## config.mk

```make
export PLATFORM = sky130hd
export DESIGN_NAME = serial_to_parallel
export DESIGN_NICKNAME = d
export VERILOG_FILES = /design/src/rtl/s2p_pkg.sv /design/src/rtl/s2p_out_reg.sv /design/src/rtl/serial_to_parallel.sv
export SDC_FILE = /design/constraint.sdc
export NUM_CORES = 1
export LEC_CHECK = 0
export ABC_AREA = 1
export CORE_AREA = 5 5 42 44
export CTS_CLUSTER_SIZE = 25
export DETAILED_ROUTE_END_ITERATION = 12
export DIE_AREA = 0 0 47 49
export PLACE_DENSITY = 0.86
export SYNTH_ARGS = -nofsm -noshare
export SYNTH_HDL_FRONTEND = slang
export SYNTH_SLANG_ARGS = --single-unit
```

## constraint.sdc

```tcl
create_clock -name clk -period 2.23 [get_ports clk]
set_input_delay 0.5575 -clock clk [delete_from_list [all_inputs] [get_ports clk]]
set_output_delay 0.5575 -clock clk [all_outputs]
set_load 0.1 [all_outputs]
```

## src/rtl/s2p_pkg.sv

```systemverilog
// Shared definitions for the serial-to-parallel receiver.
//
// Contents: word width, frame length, receive FSM state encoding, bit
// counter width and an even-parity helper.
//
// Build option: define S2P_PARITY_EN to add a trailing even-parity beat to
// every frame (adds the PAR state and lengthens the frame to WORD_W + 1).
package s2p_pkg;

  localparam int WORD_W = 4;

`ifdef S2P_PARITY_EN
  localparam int FRAME_LEN = WORD_W + 1;
  typedef enum logic [1:0] {
    IDLE = 2'd0,
    RECV = 2'd1,
    PAR  = 2'd2
  } state_t;
`else
  localparam int FRAME_LEN = WORD_W;
  typedef enum logic [1:0] {
    IDLE = 2'd0,
    RECV = 2'd1
  } state_t;
`endif

  // Counter must reach FRAME_LEN - 1 (bits held while waiting in PAR).
  localparam int CNT_W = $clog2(FRAME_LEN + 1);
  // Bits needed to address one data bit of the shift register.
  localparam int IDX_W = $clog2(WORD_W);

  // Even parity: data bits plus parity bit must XOR to zero.
  function automatic logic even_parity_ok(input logic [WORD_W-1:0] data,
                                          input logic              par);
    return ~(^{data, par});
  endfunction

endpackage

```

## src/rtl/s2p_out_reg.sv

```systemverilog
// Output holding register with valid/ready handshake and overflow flag.
//
// Ports:
//   clk, reset   - clock and synchronous active-high reset
//   word_load    - a completed word is offered this cycle
//   word_in      - the completed word
//   word_ready   - consumer accepts the held word this cycle
//   word_out     - held word, stable while word_valid is high
//   word_valid   - word_out holds an unconsumed word
//   overflow     - one-cycle pulse: an offered word was dropped (register full)
module s2p_out_reg
  import s2p_pkg::*;
(
  input  logic              clk,
  input  logic              reset,
  input  logic              word_load,
  input  logic [WORD_W-1:0] word_in,
  input  logic              word_ready,
  output logic [WORD_W-1:0] word_out,
  output logic              word_valid,
  output logic              overflow
);

  // The register has room when it is empty or being drained this cycle, so
  // a word completing in the same cycle as a consume replaces it seamlessly.
  logic has_room;
  assign has_room = ~word_valid | word_ready;

  // NOTE: sequential state is assigned with <= so every flop samples the
  // pre-edge values of its peers, matching real hardware behaviour.
  always_ff @(posedge clk) begin
    if (reset) begin
      word_out   <= '0;
      word_valid <= 1'b0;
      overflow   <= 1'b0;
    end else begin
      overflow <= 1'b0;
      if (word_load) begin
        if (has_room) begin
          word_out   <= word_in;
          word_valid <= 1'b1;
        end else begin
          overflow <= 1'b1;
        end
      end else if (word_valid && word_ready) begin
        word_valid <= 1'b0;
      end
    end
  end

endmodule

```

## src/rtl/serial_to_parallel.sv

```systemverilog
// Serial-to-parallel receiver: assembles LSB-first serial beats into WORD_W
// bit words and hands them to a valid/ready output register.
//
// Ports:
//   clk, reset    - clock and synchronous active-high reset
//   serial_i      - serial data bit, qualified by valid_i
//   valid_i       - serial_i carries a frame bit this cycle
//   parallel_o    - assembled word, meaningful while word_valid_o = 1
//   word_valid_o  - parallel_o holds an unconsumed word
//   word_ready_i  - consumer accepts the word this cycle
//   busy_o        - a frame is partially received
//   overflow_o    - one-cycle pulse: completed word dropped, output full
//   parity_err_o  - one-cycle pulse: parity mismatch, word discarded
//
// Build option: S2P_PARITY_EN adds a 5th even-parity beat per frame;
// without it parity_err_o is tied to 0.
module serial_to_parallel
  import s2p_pkg::*;
(
  input  logic              clk,
  input  logic              reset,
  input  logic              serial_i,
  input  logic              valid_i,
  output logic [WORD_W-1:0] parallel_o,
  output logic              word_valid_o,
  input  logic              word_ready_i,
  output logic              busy_o,
  output logic              overflow_o,
  output logic              parity_err_o
);

  localparam logic [CNT_W-1:0] LAST_DATA = CNT_W'(WORD_W - 1);

  state_t            state_q, state_d;
  logic [WORD_W-1:0] shift_q, shift_d;
  logic [CNT_W-1:0]  cnt_q, cnt_d;
  logic              complete;
`ifdef S2P_PARITY_EN
  logic              par_fail;
  logic              parity_err_q;
`endif

  // NOTE: every shift-register bit is reset explicitly; this is a handful
  // of flops, not a memory, so there is no cost to a defined start state.
  always_ff @(posedge clk) begin
    if (reset) begin
      state_q <= IDLE;
      shift_q <= '0;
      cnt_q   <= '0;
    end else begin
      state_q <= state_d;
      shift_q <= shift_d;
      cnt_q   <= cnt_d;
    end
  end

  // NOTE: all outputs of this block get a default first, so no path leaves
  // a variable unassigned and no latch is inferred.
  always_comb begin
    state_d  = state_q;
    shift_d  = shift_q;
    cnt_d    = cnt_q;
    complete = 1'b0;
`ifdef S2P_PARITY_EN
    par_fail = 1'b0;
`endif
    if (valid_i) begin
      case (state_q)
        IDLE, RECV: begin
          // Each bit position is written exactly once per frame, so stale
          // bits from an earlier frame never survive into a new word.
          shift_d[cnt_q[IDX_W-1:0]] = serial_i;
          if (cnt_q == LAST_DATA) begin
`ifdef S2P_PARITY_EN
            state_d = PAR;
            cnt_d   = cnt_q + CNT_W'(1);
`else
            state_d  = IDLE;
            cnt_d    = '0;
            complete = 1'b1;
`endif
          end else begin
            state_d = RECV;
            cnt_d   = cnt_q + CNT_W'(1);
          end
        end
`ifdef S2P_PARITY_EN
        PAR: begin
          state_d = IDLE;
          cnt_d   = '0;
          if (even_parity_ok(shift_q, serial_i)) begin
            complete = 1'b1;
          end else begin
            par_fail = 1'b1;
          end
        end
`endif
        default: ;
      endcase
    end
  end

  assign busy_o = (state_q != IDLE);

  // shift_d already contains the completing bit (or equals shift_q on the
  // parity beat), so it is the finished word whenever complete is high.
  s2p_out_reg u_out_reg (
    .clk       (clk),
    .reset     (reset),
    .word_load (complete),
    .word_in   (shift_d),
    .word_ready(word_ready_i),
    .word_out  (parallel_o),
    .word_valid(word_valid_o),
    .overflow  (overflow_o)
  );

`ifdef S2P_PARITY_EN
  always_ff @(posedge clk) begin
    if (reset) begin
      parity_err_q <= 1'b0;
    end else begin
      parity_err_q <= par_fail;
    end
  end
  assign parity_err_o = parity_err_q;
`else
  assign parity_err_o = 1'b0;
`endif

endmodule

```

# Word-level counts from Yosys, hierarchy flattened
# Index checks and enable logic that the tools add are counted.
# totals
input_bits	5
latchBits	0
ff_bits	15
mem_count	0
mem_bits_rw	0
out_inout_bits	8
rom_bits	0
# classes
n_bitwise	3
muxes	14
eq_ne	3
n_shift	0
mul	0
n_lt_le_gt_ge	2
div_mod_pow	0
reduce_logical	10
n_addsub	1
# op_table
cell	n
1-bit two-way mux	9
4-bit two-way mux	2
2-bit AND reduction	3
4-bit bitwise mux	1
2-bit nonzero test	2
2-bit OR reduction	2
3-bit by 1-bit adder with 3-bit output (second input constant)	1
3-bit by 2-bit equality test with 1-bit output (second input constant)	1
2-bit by 3-bit < comparator with 1-bit output (second input constant)	1
3-bit two-way mux	1
1-bit demux with 2-bit select	1
2-bit by 1-bit equality test with 1-bit output (second input constant)	1
2-bit by 1-bit >= comparator with 1-bit output (second input constant)	1
1-bit logical AND	2
2-bit zero test	1
2-bit by 1-bit != test with 1-bit output (second input constant)	1
1-bit inverter	2
1-bit bitwise OR	1

# Depth between registers and ports, before layout
# Gate-level depths: netlist of the first run.
# depth
depth_word	7
ltp_mapped	8

# Modules after synthesis
# Synthesis of the first run repeated with hierarchy kept, for this count alone.
# unflattened
hier_cells	94
hier_area_um2	678.2
# by_module_without_submodules
module	n_inst	area_each_um2	cells_each	seq_area_each_um2
serial_to_parallel	1	427.9	61	160.2
s2p_out_reg	1	250.2	33	120.1

# Worst setup path after synthesis of the first run
# No wires, ideal clock.
# synth_timing
path_type	flip-flop to flip-flop
start	register u_out_reg.word_valid
end	register u_out_reg.word_out[0]
arrival_time_ns	1.488
path_stages_with_launch	6
required_time_ns	2.117
setup_ns	0.113
setup_slack_ns	0.629
period_less_slack_ns	1.601
cell_sequence	dfxtp_1 -> nand2_1 -> nand3_4 -> nand2_1 -> nand2_1 -> nor2_1
# synth_via
elab_chain_len	3
# synth_lines
item	line	source
start: declaration	s2p_out_reg.sv:20	output logic word_valid,
start signal: assignment	s2p_out_reg.sv:34	word_valid <= 1'b0;
start signal: assignment	s2p_out_reg.sv:41	word_valid <= 1'b1;
start signal: assignment	s2p_out_reg.sv:46	word_valid <= 1'b0;
1-bit inverter	s2p_out_reg.sv:27	assign has_room = ~word_valid | word_ready;
1-bit bitwise OR	s2p_out_reg.sv:27	
2-bit AND reduction (no source line)	n/a	
end signal: assignment	s2p_out_reg.sv:40	word_out <= word_in;
end: declaration	s2p_out_reg.sv:19	output logic [WORD_W-1:0] word_out,
# No other way between the ends.
# A chain may end at the register's enable or synchronous reset.

# Worst setup path after layout of the first run
# layout_timing
start	input valid_i
end	register u_out_reg.word_out[3]
# layout_via
elab_chain_len	2
word_cells_on_any_way	3
cone_classes	mux: 2; reduce/logical: 1
# layout_lines
item	line	source
start: declaration	serial_to_parallel.sv:23	input logic valid_i,
1-bit two-way mux	serial_to_parallel.sv:67	if (valid_i) begin
2-bit AND reduction (no source line)	n/a	
# Parallel ways exist; a longest one is shown, timed or not.

==> reports/metrics.cfg, run 1 <==
[routing]
wl_per_cell_um=8.51
via_per_inst=4.33
drtPass1Iterations=4
drc=0
drt_iter0_drc=6
wl_mm=1.02
drtAntennaViolNets=0
num_vias=520

[yosys]
synth_seq_cells=14
synthesis.area_sq_um=651
ys_types=14
yosysSeqAreaShare_pct=43.1
synth.area.top_cells=dfxtp_1 (43%), nand2_1 (13%), nor2_1 (11%)
yosysTopAreaCell=dfxtp_1
yosys_warnings=0
synth_top_area_share_pct=43.1
synth_fp_nets=101
postSynthCellCount=92
synth.avg_cell_area_sq_um=7.07

[cts]
cts_tree=done
cts.reportedPaths.clkPinSlew_ns=0.08
insertion_delay_ns=0.27
ctsHoldBuffers=0
numCtsBuffers=3
cts_buffer_depth=2
ctsRootBufferMaster=clkbuf_4
cts_sinks=14
post_cts_resized=0
htreeDepth=1
cts_setup_buffers=0

[worst_setup_path]
path_buf_inv=1
cp-end-kind=flop
path_cells=clkdlybuf4s50_1 > nand3_1 > nor2_1 > nand2_1 > nand2_1 > nor2_1
crit_fanout=13
arrival_ns=1.84
critical_path_class=input pin to flop
cp-start-kind=input pin
critical-path-top-delay-family=buffers and inverters
critPathSlowestCell=clkdlybuf4s50_1
worstPathRequired_ns=2.40
critPathMaxStageDelay_ns=0.72

[placement]
io_buffers=11
place_congestion=0.708
hpwl_um=808

[global_route]
antenna_found_initial=0
track_usage_pct=10.5
grtUsageMet2_pct=15.4
grt-ovfl-total=0
grt.met3_usage_pct=3.32
use_met1_pct=13.4
grt_pass1_wl_mm=1.81
grt_max_degree=14
grt_pass1_vias=475
top_usage_layer=met2

[sta]
post-route-period-util_pct=75.0
setup_tns_ns=0
hold_viol=0
skew_ns=0.00257
rsz0062_at_grt=false
slew_violations=0
period_needed_ns=1.67
max_freq_mhz=598
setup_violations=0

[pwr]
power.density_nw_per_um2=681
vdd_drop_max_mv=0.347
p_leak_nw=0.409

[floorplan]
io_pins=13
dieArea_sq_um=2300
start_util_pct=46.4
chipHeight_um=49
rows=14
core-area_sq_um=1400
die_x_um=47

[cells_and_area]
drive_gt1_share_pct=11.5
antenna_cells=0
nets=114
utilization_pct=55.4
areaGrowthSynthToFinish_pct=19.2
mostFrequentLayoutCell=nand2_1
seq_area_sq_um=280
multi_input_area_sq_um=279
final_cell_mix=nand2_1 (22), nor2_1 (19), inv_1 (18)
fillerInstances=143

[outcome]
status=finished clean

[run]
cap_violations=0

[min_path]
min_path_type=flop to flop

routing by layer:
| metal | share of wire [%] | vias to the layer above |
|---|---|---|
| li1 | - | 289 |
| met1 | 47 | 221 |
| met2 | 45 | 8 |
| met3 | 7.1 | 2 |
| met4 | 1.2 | 0 |
| met5 | 0 | - |
flip-flops by register name, indices dropped and copies added (netlist names):
signal / cells
u_out_reg.overflow: 1
shift_q: 4
state_q: 1
cnt_q: 3
u_out_reg.word_valid: 1
u_out_reg.word_out: 4
area by class of cell:
class                   count  share of cell area, %
well taps                  16                   2.58
repair buffers             11                   11.9
multi-input cells          57                   36.0
inverters                  18                   8.71
flip-flops and latches     14                   36.1
clock buffers               4                   4.68
per-stage QoR:
step | hold slack (ns) | instances | setup slack, ns | area [sq um] | power, mW
2_1_floorplan | 0.500 | 92 | 0.629 | 651 | 0.345
3_3_place_gp | 0.473 | 116 | 0.322 | 739 | 0.360
3_5_place_dp | 0.470 | 116 | 0.293 | 739 | 0.362
4_1_cts | 0.489 | 120 | 0.585 | 776 | 0.536
5_1_grt | 0.540 | 120 | 0.454 | 776 | 0.565
6_report | 0.490 | 120 | 0.558 | 776 | 0.528
final timing paths:
check | end | slack [ns] | startpoint | depth (start not counted)
setup reg to reg | u_out_reg.word_out[3] | 1.04 | cnt_q[0] | 6
hold reg to reg | state_q[0] | 0.49 | state_q[0] | 2
setup / recovery | u_out_reg.word_out[3] | 0.56 | valid_i | 6
hold / removal | state_q[0] | 0.49 | state_q[0] | 2
report_power, final:
group	switching (mW)	total, mW	internal, mW
registers	0.00601	0.267	0.261
clock network	0.0741	0.173	0.0990
logic	0.0612	0.0886	0.0275
total	0.141	0.528	0.387
Yosys cell counts:
| cell | number |
|---|---|
| nand2_1 | 22 |
| nor2_1 | 19 |
| inv_1 | 18 |
| dfxtp_1 | 14 |
| nand3_1 | 5 |
| ha_1 | 4 |
| a21oi_1 | 2 |
| nor3_1 | 2 |
| buf_2 | 1 |
| buf_4 | 1 |
| buf_6 | 1 |
| conb_1 | 1 |
| nand3_4 | 1 |
| xnor2_1 | 1 |
logic make-up (layout without fill, tap and decap cells):
kind of cell / count (synthesis) / in the layout / synth area share, %
flops: 14 / 14 / 43.1
simple gates: 49 / 49 / 31.7
xor+xnor: 1 / 1 / 1.35
buf+inv: 21 / 33 / 14.0
other cells: 1 / 1 / 0.576
compound gates: 2 / 2 / 1.54
fa+ha+maj: 4 / 4 / 7.69
worst register-to-register path: cells and delay by family, from the launching register on:
family / cells / cell delay, ns
and+or+nand+nor: 5 / 0.49
DFF: 1 / 0.39
adders and majority gates: 1 / 0.21
(Power assumes the default switching activity.)
==> run 2: changes to the inputs <==
--- a/config.mk
+++ b/config.mk
@@ -6,11 +6,11 @@
 export NUM_CORES = 1
 export LEC_CHECK = 0
 export ABC_AREA = 1
-export CORE_AREA = 5 5 42 44
+export CORE_MARGIN = 5
+export CORE_UTILIZATION = 48
 export CTS_CLUSTER_SIZE = 25
 export DETAILED_ROUTE_END_ITERATION = 12
-export DIE_AREA = 0 0 47 49
-export PLACE_DENSITY = 0.86
+export PLACE_DENSITY = 0.85
 export SYNTH_ARGS = -nofsm -noshare
 export SYNTH_HDL_FRONTEND = slang
 export SYNTH_SLANG_ARGS = --single-unit
==> constraint.sdc (replaced) <==
create_clock -name clk -period 1.75 [get_ports clk]
set_input_delay 0.4375 -clock clk [delete_from_list [all_inputs] [get_ports clk]]
set_output_delay 0.4375 -clock clk [all_outputs]
set_load 0.1 [all_outputs]
==> run 2 against run 1 <==
Net effect:
- combinational power up 46%
- first-iteration DRC count up 67%
- critical path depth unchanged
- largest cell class unchanged
- core utilization up 12 points
- flip-flop and latch count unchanged
==> reports/metrics.cfg, run 2 (synthesized netlist as in run 1, its figures left out) <==
[cts]
ctsHoldBuffers=0  ; unchanged
cts_sinks=14  ; unchanged
htreeDepth=1  ; unchanged
insertion_delay_ns=0.27  ; about the same
cts.reportedPaths.clkPinSlew_ns=0.07  ; about the same
numCtsBuffers=3  ; unchanged
cts_setup_buffers=0  ; unchanged
cts_buffer_depth=2  ; unchanged
cts_tree=done
post_cts_resized=0  ; unchanged
ctsRootBufferMaster=clkbuf_4

[cells_and_area]
design_area_sq_um=871  ; +12%
areaGrowthSynthToFinish_pct=33.8
fin_cells=121  ; +0.83%
drive_gt1_share_pct=13.2  ; +1.7 points
antenna_cells=0  ; unchanged
utilization_pct=67.8  ; +12 points
mostFrequentLayoutCell=nand2_1
reg_top3=shift_q x4, u_out_reg.word_out x4, cnt_q x3
final_cell_mix=nand2_1 (22), nor2_1 (19), inv_1 (18)
nets=117  ; +2.6%

[run]
cap_violations=0  ; unchanged

[worst_setup_path]
r2r-start=cnt_q[0]
r2r_end=u_out_reg.word_out[1]
arrival_ns=1.63  ; -0.21 ns
regToRegSetupSlack_ns=0.51  ; -0.53 ns
worstPathRequired_ns=1.92  ; -0.48 ns
cp-start-kind=input pin
startpoint=valid_i
critical_path_class=input pin to flop
worst-r2r-cell-count=6  ; unchanged
crit_fanout=9  ; -4
cp-end-kind=flop

[placement]
post-place-ws_ns=0.0222  ; -0.271 ns
place_congestion=0.764  ; +7.9%
hpwl_um=965  ; +19%
io_buffers=11  ; unchanged
placed_cells=118  ; +1.7%
place_area_sq_um=848  ; +15%

[routing]
num_vias=535  ; +2.9%
wl_per_cell_um=9.69  ; +14%
drc=0  ; unchanged
drtPass1Iterations=4  ; unchanged
drtAntennaViolNets=0  ; unchanged
wl_mm=1.17  ; +15%
drt_iter0_drc=10  ; +4
via_per_inst=4.42  ; +2.0%

[min_path]
holdPathEnd=state_q[0]
hold_depth=2  ; unchanged
min_path_type=flop to flop
min_from=state_q[0]

[sta]
skew_ns=0.000572  ; -0.00200 ns
slew_violations=0  ; unchanged
max_freq_mhz=686
fin_hold_ws_ns=0.515  ; +0.0251 ns
setup_ws_ns=0.293  ; -0.266 ns
setup_violations=0  ; unchanged
hold_viol=0  ; unchanged
post-route-period-util_pct=83.3
setup_tns_ns=0  ; unchanged
rsz0062_at_grt=false
period_needed_ns=1.46

[global_route]
track_usage_pct=12.5  ; +2.0 points
grt_pass1_vias=514  ; +8.2%
grt_max_degree=10  ; -4
antenna_found_initial=0  ; unchanged
grt-ovfl-total=0  ; unchanged
grt_pass1_wl_mm=1.97  ; +8.8%

[floorplan]
start_util_pct=50.6  ; +4.2 points
dieArea_sq_um=2190  ; -4.8%
rows=13  ; -1
chipHeight_um=46.8  ; -4.5%
io_pins=13  ; unchanged
die_x_um=46.8  ; -0.39%
core-area_sq_um=1280  ; -8.3%

[outcome]
status=finished clean

[pwr]
total_power_mw=0.641  ; +21%
vdd_drop_max_mv=0.611  ; +76%
p_leak_nw=0.435  ; +6.5%
power.density_nw_per_um2=737  ; +8.1%

==> run 2: cell types whose count changed in the layout (fill, tap and decap cells not counted), sizes merged <==
cell	change
buf	+3
clkbuf	-1
==> run 2: power breakdown <==
group | leakage, nW | internal, mW | switching (mW)
combinational | 0.308 | 0.0480 | 0.0815
clock | 0.0138 | 0.0797 | 0.0905
sequential | 0.114 | 0.332 | 0.00967
total | 0.435 | 0.460 | 0.182
==> run 2: routing by layer <==
metal	up-vias	global-route usage [%]	routed length, um
met5	-	0	0
met4	0	6.63	17
met3	2	2.30	51
met2	9	21.4	586
met1	229	14.7	516
li1	295	-	-
==> run 2: critical path: stages <==
cell	delay [ns]
clkdlybuf4s50_1	0.64
nand2_1	0.11
inv_1	0.13
nand3_4	0.10
nor2_1	0.14
nor2_1	0.06
==> run 2: worst max-delay path by stage <==
stage                            endpoint  slack, ns  cells after the start
global route        u_out_reg.word_out[1]       0.21                      6
finish              u_out_reg.word_out[1]       0.29                      6
CTS                 u_out_reg.word_out[1]       0.31                      6
detailed placement  u_out_reg.word_out[1]       0.02                      6
floorplan           u_out_reg.word_out[0]       0.15                      5
global placement    u_out_reg.word_out[1]       0.09                      8
==> run 2: area by class of cell <==
| class | count | area [sq um] |
|---|---|---|
| tap | 15 | 18.8 |
| fill | 99 | 414 |
| timing repair buffer | 14 | 203 |
| sequential | 14 | 280 |
| multi-input combinational | 57 | 279 |
| inverter | 18 | 67.6 |
| clock buffer | 3 | 22.5 |
==> run 3: changes to the inputs <==
==> constraint.sdc (replaced) <==
create_clock -name clk -period 1.45 [get_ports clk]
set_input_delay 0.3625 -clock clk [delete_from_list [all_inputs] [get_ports clk]]
set_output_delay 0.3625 -clock clk [all_outputs]
set_load 0.1 [all_outputs]
==> run 3 against run 2 <==
Net effect:
- combinational power rose by 24%
- core utilization rose by 1.3 points
- sequential share of layout area is 0.45 points lower
- clock power grew 28%
- cell count grew 1.7%
- total power rose by 23%
- die area is the same
- non-clock buffer count increased by 2
- first-iteration DRC count increased by 70%
- critical endpoint is now busy_o
- largest cell class unchanged
==> reports/metrics.cfg, run 3 (synthesized netlist as in run 1, its figures left out) <==
[cells_and_area]
reg_top3=shift_q x4, u_out_reg.word_out x4, cnt_q x3
areaGrowthSynthToFinish_pct=36.3
drive_gt1_share_pct=15.7  ; +2.5 points
mostFrequentLayoutCell=nand2_1
design_area_sq_um=887  ; +1.9%
final_cell_mix=nand2_1 (22), nor2_1 (19), inv_1 (18)
nets=119  ; +1.7%
fin_cells=123  ; +1.7%
antenna_cells=0  ; unchanged
utilization_pct=69.0  ; +1.3 points

[sta]
period_needed_ns=1.23
max_freq_mhz=816
skew_ns=0.00791  ; +0.00733 ns
setup_tns_ns=0  ; unchanged
rsz0062_at_grt=false
hold_viol=0  ; unchanged
slew_violations=0  ; unchanged
post-route-period-util_pct=84.5
setup_violations=0  ; unchanged

[global_route]
grt_pass1_vias=477  ; -7.2%
track_usage_pct=13.4  ; +0.95 points
grt-ovfl-total=0  ; unchanged
antenna_found_initial=0  ; unchanged
grt_max_degree=9  ; -1
grt_pass1_wl_mm=1.93  ; -2.1%

[worst_setup_path]
r2r_end=u_out_reg.word_out[0]
critical-path-top-delay-family=flip-flops
crit_fanout=2  ; -7
worst-r2r-cell-count=7  ; +1
cp-end-kind=output pin
path_buf_inv=1  ; -1
critPathMaxStageDelay_ns=0.39  ; -0.25 ns
worstPathRequired_ns=1.09  ; -0.83 ns
critical_path_class=flop to output pin
cp-start-kind=flop
r2r-start=cnt_q[0]
arrival_ns=0.86  ; -0.77 ns
path_cells=buf_12
critPathSlowestCell=dfxtp_1
regToRegSetupSlack_ns=0.24  ; -0.27 ns

[routing]
wl_per_cell_um=10.1  ; +4.1%
drtPass1Iterations=4  ; unchanged
drc=0  ; unchanged
wl_mm=1.24  ; +5.8%
drtAntennaViolNets=0  ; unchanged
num_vias=567  ; +6.0%
via_per_inst=4.61  ; +4.3%
drt_iter0_drc=17  ; +7

[cts]
htreeDepth=1  ; unchanged
ctsRootBufferMaster=clkbuf_4
cts.reportedPaths.clkPinSlew_ns=0.08  ; about the same
insertion_delay_ns=0.28  ; about the same
cts_sinks=14  ; unchanged
cts_buffer_depth=2  ; unchanged
cts_setup_buffers=0  ; unchanged
cts_tree=done
numCtsBuffers=3  ; unchanged
post_cts_resized=0  ; unchanged
ctsHoldBuffers=0  ; unchanged

[pwr]
power.density_nw_per_um2=893  ; +21%
vdd_drop_max_mv=0.582  ; -4.7%
p_leak_nw=0.445  ; +2.2%

[placement]
hpwl_um=979  ; +1.4%
place_area_sq_um=865  ; +1.9%
place_congestion=0.828  ; +8.3%
placed_cells=120  ; +1.7%
io_buffers=11  ; unchanged

[floorplan]
chipHeight_um=46.8  ; unchanged
start_util_pct=50.6  ; unchanged
dieArea_sq_um=2190  ; unchanged
rows=13  ; unchanged
die_x_um=46.8  ; unchanged
io_pins=13  ; unchanged
core-area_sq_um=1280  ; unchanged

[min_path]
min_path_type=flop to flop
hold_depth=2  ; unchanged
holdPathEnd=state_q[0]
min_from=state_q[0]

[outcome]
status=finished clean

[run]
cap_violations=0  ; unchanged

[run 3: cell count changes in the layout (fill, tap and decap cells not counted), sizes merged]
cell  before  now
buf       10   12
[run 3: how the worst max path moves through the flow]
stage	from	end	slack, ns	cells past startpoint
floorplan	state_q[0]	busy_o	0.16	0
global placement	valid_i	u_out_reg.word_out[2]	-0.02	7
detailed placement	valid_i	u_out_reg.word_out[2]	-0.04	7
CTS	u_out_reg.word_out[0]	parallel_o[0]	0.23	1
global route	cnt_q[0]	u_out_reg.word_out[0]	0.10	7
finish	state_q[0]	busy_o	0.22	1
[run 3: layer usage]
| layer | global-route usage (%) | up-vias | part of all wire (%) |
|---|---|---|---|
| li1 | - | 297 | - |
| met5 | 0 | - | 0 |
| met1 | 14.2 | 247 | 41 |
| met2 | 22.5 | 18 | 49 |
| met4 | 8.84 | 0 | 2.5 |
| met3 | 4.60 | 5 | 7.2 |
[run 3: power by group]
part / internal, mW / switching [mW]
clock network: 0.0964 / 0.122
logic: 0.0615 / 0.0988
registers: 0.401 / 0.0124
[run 3: layout make-up]
cell class	count	area, sq um
fillers	106	398
well taps	15	18.8
flip-flops and latches	14	282
multi-input cells	57	279
repair buffers	16	218
inverters	18	67.6
clock buffers	3	22.5
[run 3: metrics by stage]
stage | worst slack [ns] | power, mW | hold WS (ns)
after floorplan | 0.162 | 0.530 | 0.500
after global placement | -0.0186 | 0.577 | 0.505
after detailed placement | -0.0430 | 0.582 | 0.506
after CTS | 0.227 | 0.788 | 0.516
after global routing | 0.101 | 0.831 | 0.548
final | 0.224 | 0.792 | 0.519
==> RTL change: new RTL, settings of run 3 <==
The package constant `WORD_W` goes from 4 to 16.
--- a/src/rtl/s2p_pkg.sv
+++ b/src/rtl/s2p_pkg.sv
@@ -8,5 +8,5 @@
 package s2p_pkg;
 
-  localparam int WORD_W = 4;
+  localparam int WORD_W = 16;
 
 `ifdef S2P_PARITY_EN
Interface: changed (resized parallel_o); port bits go from 13 to 25. No check against the original RTL was run, so the function may have changed too.
==> RTL change against run 3 <==
Sequential cell count grew 26; final area grew to 2.9 times the old value; maximum frequency shrank 13%; total power grew to 2.8 times the old value; wire length grew to 3.3 times the old value; via count grew to 3.0 times the old value; worst setup slack lost 180 ps; area after synthesis grew to 2.9 times the old value; largest power group unchanged; highest routed layer unchanged.
==> RTL change: results (changes against run 3) <==
- Reg2reg start: cnt_q[1] (was cnt_q[0])
- Initial detailed-routing violation count: 87 (was 17)
- Largest net degree at the start of global routing: 32 (was 9)
- P_seq: 0.00112 W (was 0.000413 W)
- Critical Path End: shift_q[13] (was busy_o)
- Top Registers: shift_q (16), u_out_reg.word_out (16), cnt_q (5) (was shift_q (4), u_out_reg.word_out (4), cnt_q (3))
- Port Buf Inserts: 23 (was 11)
- Unique cell type count in the Yosys netlist: 24 (was 14)
- Synth area leaders: dfxtp_1 (42%), nand2_1 (17%), inv_1 (8.3%), nor2_1 (7.9%), a21oi_1 (4.5%) (was dfxtp_1 (43%), nand2_1 (13%), nor2_1 (11%), inv_1 (10%), ha_1 (7.7%))
- Met1 WL: 1.745 mm (was 508 um)
- Drt wl/cell: 11.23 um (was 10.09 um)
- Synthesized Nets: 285 (was 101)
- Sequential share of the synthesized area: 0.4238 (was 0.4308)
- Final core occ: 0.6972 (was 0.6904)
- Syn_area_per_cell: 6.870 sq um (was 7.072 sq um)
- Worst Path Arrival: 1640 ps (was 860 ps)
- Routed Wire Length: 4.044 mm (was 1.241 mm)
- Post-Place Cell Area: 2442 sq um (was 864.6 sq um)
- Status: finished, final reports clean (unchanged)
- Worst hold path depth: 4 (was 2)
- Dpl cells: 352 (was 120)
- CP max stage delay: 490 ps (was 390 ps)
- Min Hold Slack: 526.6 ps (was 518.5 ps)
- Length of routed met3 wiring: 152 um (was 89 um)
- Layout cells sized above 1: 0.2179 (was 0.1574)
- Vias in the first global route: 1624 (was 477)
- First-pass GRT wire length: 6.865 mm (was 1.932 mm)
- RR Endpoint: u_out_reg.word_out[15] (was u_out_reg.word_out[0])
- Crit-path leading delay family: buffers and inverters (was flip-flops)
- Met1 GRT Util: 0.1881 (was 0.1422)
- Max VDD drop: 559.1 uV (was 582.1 uV)
- Tot GR Track Use: 0.1673 (was 0.1344)
- Setup WS pre-CTS: -295.6 ps (was -43.02 ps)
- CTS buffer count: 5 (was 3)
- Internal: 0.001740 W (was 0.0005589 W)
-- RTL change: cell types whose count changed after synthesis, sizes merged, moves of 2 or more --
cell    change
nand2      +64
dfxtp      +26
nor2       +25
inv        +24
a21oi      +15
nand3       +7
buf         +5
nand4       +4
clkbuf      +3
o21bai      +3
o21ai       +2
-- RTL change: cell families after synthesis --
logic type | Yosys count | share of synthesized area
flops | 40 | 0.4238
simple gates | 152 | 0.3457
fa+ha+maj | 5 | 0.03311
buf+inv | 54 | 0.1285
compound gates | 22 | 0.06225
other cells | 1 | 0.001985
xor+xnor | 1 | 0.004637
-- RTL change: final cells by class --
cell class                      instances  share of cell area
Inverter                               43             0.06184
Clock inverter                          2             0.01486
Sequential cell                        40              0.3087
Timing Repair Buffer                   40              0.2196
Tap cell                               48             0.02301
Multi-Input combinational cell        181              0.3404
Clock buffer                            6             0.03164
